$ cat src/rtl/sys_west_feeder.sv
// West-edge feeder: FIFO-buffered vectors, optional weight-switch slot, diagonal row skew.
// Optional stall counter (stall_cnt/stall_clr) enabled by defining FEEDER_PERF_EN.
module sys_west_feeder #(
  parameter int unsigned ROWS       = 4,
  parameter int unsigned DATA_WIDTH = 16,
  parameter int unsigned DEPTH      = 4
) (
  input  logic                         clk,
  input  logic                         rst,
  input  logic [ROWS*DATA_WIDTH-1:0]   in_vec,
  input  logic                         in_valid,
  input  logic                         in_last,
  output logic                         in_ready,
  input  logic                         sw_req,
  output logic [ROWS*DATA_WIDTH-1:0]   out_input,
  output logic [ROWS-1:0]              out_valid,
  output logic [ROWS-1:0]              out_switch,
  output logic                         tile_done,
  output logic                         busy
`ifdef FEEDER_PERF_EN
  ,
  input  logic                         stall_clr,
  output logic [31:0]                  stall_cnt
`endif
);

  localparam int unsigned AW = (DEPTH > 1) ? $clog2(DEPTH) : 1;
  localparam int unsigned VW = ROWS * DATA_WIDTH;
  localparam logic [AW:0] FULL_CNT = (AW+1)'(DEPTH);

  typedef enum logic [1:0] {ST_IDLE, ST_SWITCH, ST_STREAM} state_e;

  state_e          state_q, state_d;
  logic [AW-1:0]   wr_ptr_q, wr_ptr_d, rd_ptr_q, rd_ptr_d;
  logic [AW:0]     count_q, count_d;
  logic [VW-1:0]   mem_q [DEPTH];
  logic [VW-1:0]   mem_d [DEPTH];
  logic [DEPTH-1:0] last_mem_q, last_mem_d;
  logic            sw_pending_q, sw_pending_d;
  logic [ROWS-1:0] valid_q, valid_d, switch_q, switch_d, last_q, last_d;

  logic            push, pop, fifo_empty;
  logic            slot_valid, slot_switch, slot_last;
  logic [VW-1:0]   slot_data;

  assign fifo_empty = (count_q == '0);
  assign in_ready   = (count_q != FULL_CNT);
  assign push       = in_valid && in_ready;

  always_comb begin
    state_d     = state_q;
    pop         = 1'b0;
    slot_valid  = 1'b0;
    slot_switch = 1'b0;
    slot_last   = 1'b0;
    slot_data   = '0;
    case (state_q)
      ST_IDLE: begin
        if (!fifo_empty) state_d = (sw_pending_q || sw_req) ? ST_SWITCH : ST_STREAM;
      end
      ST_SWITCH: begin
        slot_switch = 1'b1;
        state_d     = ST_STREAM;
      end
      ST_STREAM: begin
        if (!fifo_empty) begin
          pop        = 1'b1;
          slot_valid = 1'b1;
          slot_data  = mem_q[rd_ptr_q];
          slot_last  = last_mem_q[rd_ptr_q];
          if (slot_last) state_d = ST_IDLE;
        end
      end
      default: state_d = ST_IDLE;
    endcase
  end

  // A request arriving in the same cycle the switch slot issues is kept for the next tile.
  assign sw_pending_d = (sw_pending_q && !slot_switch) || sw_req;

  always_comb begin
    wr_ptr_d   = wr_ptr_q + AW'(push);
    rd_ptr_d   = rd_ptr_q + AW'(pop);
    count_d    = count_q;
    mem_d      = mem_q;
    last_mem_d = last_mem_q;
    case ({push, pop})
      2'b10:   count_d = count_q + 1'b1;
      2'b01:   count_d = count_q - 1'b1;
      default: count_d = count_q;
    endcase
    if (push) begin
      mem_d[wr_ptr_q]      = in_vec;
      last_mem_d[wr_ptr_q] = in_last;
    end
  end

  always_comb begin
    valid_d  = {valid_q[ROWS-2:0], slot_valid};
    switch_d = {switch_q[ROWS-2:0], slot_switch};
    last_d   = {last_q[ROWS-2:0], slot_valid && slot_last};
  end

  always_ff @(posedge clk or posedge rst) begin
    if (rst) begin
      state_q      <= ST_IDLE;
      wr_ptr_q     <= '0;
      rd_ptr_q     <= '0;
      count_q      <= '0;
      sw_pending_q <= 1'b0;
      valid_q      <= '0;
      switch_q     <= '0;
      last_q       <= '0;
    end else begin
      state_q      <= state_d;
      wr_ptr_q     <= wr_ptr_d;
      rd_ptr_q     <= rd_ptr_d;
      count_q      <= count_d;
      sw_pending_q <= sw_pending_d;
      valid_q      <= valid_d;
      switch_q     <= switch_d;
      last_q       <= last_d;
    end
  end

  always_ff @(posedge clk) begin
    mem_q      <= mem_d;
    last_mem_q <= last_mem_d;
  end

  // Row r keeps a private r+1 deep lane chain; newest entry at the LSB end.
  for (genvar r = 0; r < ROWS; r++) begin : g_row
    logic [(r+1)*DATA_WIDTH-1:0] lane_q, lane_d;
    if (r == 0) begin : g_first
      always_comb lane_d = slot_data[DATA_WIDTH-1:0];
    end else begin : g_rest
      always_comb lane_d = {lane_q[r*DATA_WIDTH-1:0], slot_data[r*DATA_WIDTH +: DATA_WIDTH]};
    end
    always_ff @(posedge clk or posedge rst) begin
      if (rst) lane_q <= '0;
      else     lane_q <= lane_d;
    end
    assign out_input[r*DATA_WIDTH +: DATA_WIDTH] = lane_q[(r+1)*DATA_WIDTH-1 -: DATA_WIDTH];
  end

  assign out_valid  = valid_q;
  assign out_switch = switch_q;
  assign tile_done  = valid_q[ROWS-1] && last_q[ROWS-1];
  assign busy       = (state_q != ST_IDLE) || (|valid_q) || (|switch_q);

`ifdef FEEDER_PERF_EN
  logic [31:0] stall_cnt_q, stall_cnt_d;
  logic        bubble;

  assign bubble = (state_q == ST_STREAM) && fifo_empty;

  always_comb begin
    stall_cnt_d = stall_cnt_q;
    if (stall_clr)                        stall_cnt_d = '0;
    else if (bubble && stall_cnt_q != '1) stall_cnt_d = stall_cnt_q + 1'b1;
  end

  always_ff @(posedge clk or posedge rst) begin
    if (rst) stall_cnt_q <= '0;
    else     stall_cnt_q <= stall_cnt_d;
  end

  assign stall_cnt = stall_cnt_q;
`endif

endmodule

$ cat config.mk
export PLATFORM = sky130hd
export DESIGN_NAME = sys_west_feeder
export DESIGN_NICKNAME = d
export VERILOG_FILES = /design/src/rtl/sys_west_feeder.sv
export SDC_FILE = /design/constraint.sdc
export NUM_CORES = 1
export LEC_CHECK = 0
export CAP_MARGIN = 20
export CORE_MARGIN = 1.5
export CORE_UTILIZATION = 30
export CTS_CLUSTER_DIAMETER = 60
export DETAILED_ROUTE_END_ITERATION = 6
export PLACE_DENSITY = 0.47
export RECOVER_POWER = 100
export REMOVE_ABC_BUFFERS = 1
export SLEW_MARGIN = 20
export SYNTH_ARGS = -nofsm -noshare
export SYNTH_HDL_FRONTEND = slang
export SYNTH_SLANG_ARGS = --single-unit
$ cat constraint.sdc
create_clock -name clk -period 16.19 [get_ports clk]
set_input_delay 2.4285 -clock clk [delete_from_list [all_inputs] [get_ports clk]]
set_output_delay 2.4285 -clock clk [all_outputs]
set_load 0.005 [all_outputs]
# Word level (Yosys, flattened, before mapping)
# Index checks and enable logic that the tools add are counted.
# word_totals
word_cells	79
out_inout_bits	75
reg_bits	442
in_bits	69
# op_classes
n_reduce_logical	18
n_addsub	4
n_eq_ne	8
n_bitwise	2
n_mux	24
magnitude_cmp	6
# ops
op	n
two-way mux 64 bit	5
bitwise mux 256 bit	1
binary-select mux 64 bit (select 2 bit)	1
demux 64 bit (select 2 bit)	1
two-way mux 2 bit	4
OR reduction 4 bit	2
two-way mux 1 bit	7
greater-or-equal comparator 3 bit, second input constant	2
logical AND 1 bit	6
< comparator 2 x 3 -> 1 bit, second input constant	2
inequality test 2 bit, second input constant	3
inverter 2 -> 3 bit	2
case mux 2 bit (3 select lines)	1
case mux 3 bit (2 select lines)	1
adder 2 x 1 -> 2 bit	2
bitwise mux 4 bit	1
equality test 2 x 1 -> 1 bit, second input constant	2
equality test 2 bit, second input constant	2
logical OR 1 bit	4
nonzero test 2 bit	2
adder 3 x 1 -> 3 bit, second input constant	1
logical NOT 3 bit	1
< comparator 3 x 1 -> 1 bit, second input constant	1
inequality test 3 bit, second input constant	1
7 further kinds	7

# Depth between registers and ports, before layout
# logic_depth
ltp_word	6
ltp_mapped	10
ltp_nobuf	9

# Worst setup path before layout
# No wires, ideal clock.
# synth_timing
path_type	input-to-reg
from	input port in_valid
to	register last_mem_q[2], enable pin
setup_time_ns	0.582
stages	2
slack_ns	8.293
path_buffers	0
arrival_time_ns	7.315
t_required_ns	15.608
path_cell_list	nand2_1 > nor3b_1
# synth_via
elab_chain_len	1
# synth_rtl
item	line	rtl
start: declaration	11	input logic in_valid,
logical AND 1 bit	48	assign push = in_valid && in_ready;
end signal: assignment	128	last_mem_q <= last_mem_d;
end: declaration	38	logic [DEPTH-1:0] last_mem_q, last_mem_d;
# Every way passes these cells.
# A chain may end at the register's enable or synchronous reset.

==> summary.txt <==
Setup path
  – CP Class: in2async
  – RR Endpoint: count_q[2]$_DFFE_PP0P_
  – Critical path endpoint category: async pin
  – Setup crit start kind: primary input
  – Cell family with most CP delay: buffers and inverters
  – Slowest-stage cell, CP: clkinvlp_2
  – R2R Setup Slk: 10.90 ns
  – Worst EP required: 15.30 ns
  – Worst R2R Start: count_q[2]$_DFFE_PP0P_
  – Slowest cell delay on critical path: 2.95 ns
  – R2R depth: 10
  – Crit path buffers/inverters: 2
  – WP data arrival: 6.03 ns
  – Crit Path Max Fanout: 118
  – Critical path cell sequence: dlygate4sd3_1 > clkinvlp_2

Clock tree
  – Post-CTS Setup Inserts: 0
  – H-tree levels: 2
  – Post_cts resized: 0
  – Worst-case clock buffer depth: 3
  – CTS clk-pin slew, worst paths: 0.06 ns
  – Hold-fix buffers, CTS: 0
  – Clock sinks: 442
  – Inserted Clock Buffers: 45
  – CTS tree: yes
  – Worst-Skew Late Latency: 0.56 ns
  – Root buffer cell: clkbuf_16

Floorplanning
  – Core ar.: 49200 um^2
  – Row count: 81
  – Die Y: 227 um
  – Die area: 51400 um^2
  – Die Wd: 227 um
  – Boundary pin count: 144
  – Initial core utilization: 0.305

Routing
  – Post-DRT Antenna Nets: 0
  – DR iter-0 viols: 378
  – WL final: 28000 um
  – Via count: 6266
  – Wire length per cell: 18.5 um
  – Drt via density: 4.13
  – First-pass DRT Iterations: 4
  – Residual DRC: 0

GRT
  – GR Overflow Total: 0
  – Initial antenna violation count: 12
  – Vias in the first global route: 6747
  – First-pass GRT wire length: 42400 um
  – Pin count of the biggest net entering global routing: 119
  – Total track usage: 0.112

Cells and area
  – # fillers: 4511
  – Area Overhead vs Synth: 21.8%
  – Layout Cells excl Fill: 1516
  – Share of layout cells above drive strength 1: 0.165
  – Core Util, Final: 0.372
  – Final Cell Area: 18300 um^2
  – Nets: 883

Logic synthesis
  – Post-Synthesis Cells: 679
  – Synthesized flop and latch total: 442
  – Post-Syn Area: 15000 um^2
  – Avg Cell Area, Syn: 22.1 um^2
  – Post-synthesis sequential area ratio: 0.824
  – Synth top area cells: edfxtp_1 52%, dfrtp_1 30%, mux4_2 9.8%
  – Unique masters post-synth: 29
  – Synth warn: 0
  – Post-synth top area cell: edfxtp_1
  – Post-synth top area share: 0.520

STA
  – Achievable frequency: 0.145 GHz
  – Slew at the pin with the worst max-slew slack: 5.35 ns
  – Fin Hold WS: 0.343 ns
  – Setup Skew: 0.0154 ns
  – Hold Vio Cnt, Final: 0
  – Final setup vio count: 0
  – Unrepaired setup endpoints after global routing: false
  – Tmin final: 6.92 ns
  – Final setup TNS: 0 ns
  – Slew Viols, Final: 438
  – Period utilisation layout: 0.427
  – Slew margin rel.: -2.59

Worst hold path
  – Hold endpoint: g_row[2].lane_q[20]$_DFF_PP0_
  – Hold Path Class: reg2reg
  – Hold path depth: 0
  – HP Start: g_row[2].lane_q[4]$_DFF_PP0_

Run status
  – Failing checks: max-capacitance violations, max-slew violations
  – Status: finished with violations

Job
  – # Max-Cap Violations: 7

Placement
  – Cell Area, Placed: 16900 um^2
  – I/O Buffers: 143
  – Routability cong.: 0.674
  – Dpl hpwl: 15200 um
  – Placed insts: 1427

Power
  – Max VDD drop: 0.0830 mV
  – Leakage: 6.95 nW
  – PwrDens: 186 nW/um^2
==> sequential cells by signal, summed over array words and instances (netlist names) <==
signal and cells:
mem_q 256, g_row.lane_q 160, last_mem_q 4, last_q 4, out_switch 4, out_valid 4, count_q 3, rd_ptr_q 2
state_q 2, wr_ptr_q 2, sw_pending_q 1
==> synthesized netlist by cell type <==
cell type	number
edfxtp_1	260
dfrtp_1	182
nor2b_1	66
mux4_2	65
buf_4	50
buf_2	11
inv_1	7
buf_6	6
xor2_1	4
ha_1	3
nor2_1	3
clkbuf_1	2
nand2_1	2
nor3b_1	2
nor4_1	2
a21o_1	1
a22oi_2	1
and2_1	1
and3_1	1
fa_1	1
mux2i_1	1
nand3_1	1
nand3b_1	1
nor3_1	1
o211a_1	1
o21bai_1	1
or3_1	1
or3b_2	1
xnor2_1	1
==> how the worst max path moves through the flow <==
stage	from	to	slack [ns]	depth (start not counted)
after floorplan	in_valid	last_mem_q[2]$_DFFE_PP_	8.29	2
after global placement	in_valid	mem_q[73]$_DFFE_PP_	11.37	5
after detailed placement	in_valid	mem_q[116]$_DFFE_PP_	11.38	5
after CTS	count_q[0]$_DFFE_PP0P_	in_ready	11.80	2
after global routing	rst	rd_ptr_q[0]$_DFF_PP0_	8.01	2
final	rst	rd_ptr_q[1]$_DFF_PP0_	9.27	2
==> through the flow <==
step	total power, mW	setup WS (ns)
after detailed placement	2.49	11.38
final	3.41	9.27
after CTS	3.52	11.80
after global placement	2.49	11.37
after global routing	3.61	8.01
after floorplan	2.12	8.29
==> layout by cell type, fill, tap and decap left out, drive strengths merged, types with 2 or more instances in the layout <==
| master | Yosys | routed |
|---|---|---|
| buf | 67 | 3 |
| clkinvlp | 0 | 3 |
| edfxtp | 260 | 260 |
| mux4 | 65 | 65 |
| nor2 | 3 | 3 |
| inv | 7 | 7 |
| dlygate4sd3 | 0 | 143 |
| diode | 0 | 5 |
| nor2b | 66 | 66 |
| ha | 3 | 3 |
| clkinv | 0 | 7 |
| nor4 | 2 | 2 |
| nor3b | 2 | 2 |
| xor2 | 4 | 4 |
| nand2 | 2 | 2 |
| dfrtp | 182 | 182 |
| clkbuf | 2 | 81 |
==> cells by family after synthesis <==
kind of cell / synth area share
simple gates: 0.0336
xor+xnor: 0.00292
compound gates: 0.00250
flops: 0.824
mux: 0.0982
buf+inv: 0.0354
fa+ha+maj: 0.00383
==> layout make-up <==
class	count	area, um^2	area share
sequential	442	12400	0.676
multi-input combinational	161	2110	0.116
timing repair buffer	153	1480	0.0809
clock buffer	74	1400	0.0764
tap	664	831	0.0454
clock inverter	10	56.3	0.00308
inverter	7	27.5	0.00151
antenna	5	12.5	0.000684
==> metal layers <==
layer,share of wire,vias to the layer above,GRT usage
li1,-,2763,-
met1,0.45,3303,0.149
met2,0.47,136,0.173
met3,0.055,58,0.0311
met4,0.028,6,0.0471
met5,0.0015,-,0
==> where the power goes <==
part | leakage (nW) | internal, mW | switching [mW] | total [mW]
Sequential | 4.79 | 1.58 | 0.140 | 1.72
Combinational | 1.45 | 0.374 | 0.311 | 0.685
Clock | 0.711 | 0.589 | 0.412 | 1.00
Total | 6.95 | 2.55 | 0.862 | 3.41
No activity file was read; power rests on OpenSTA's default activity.
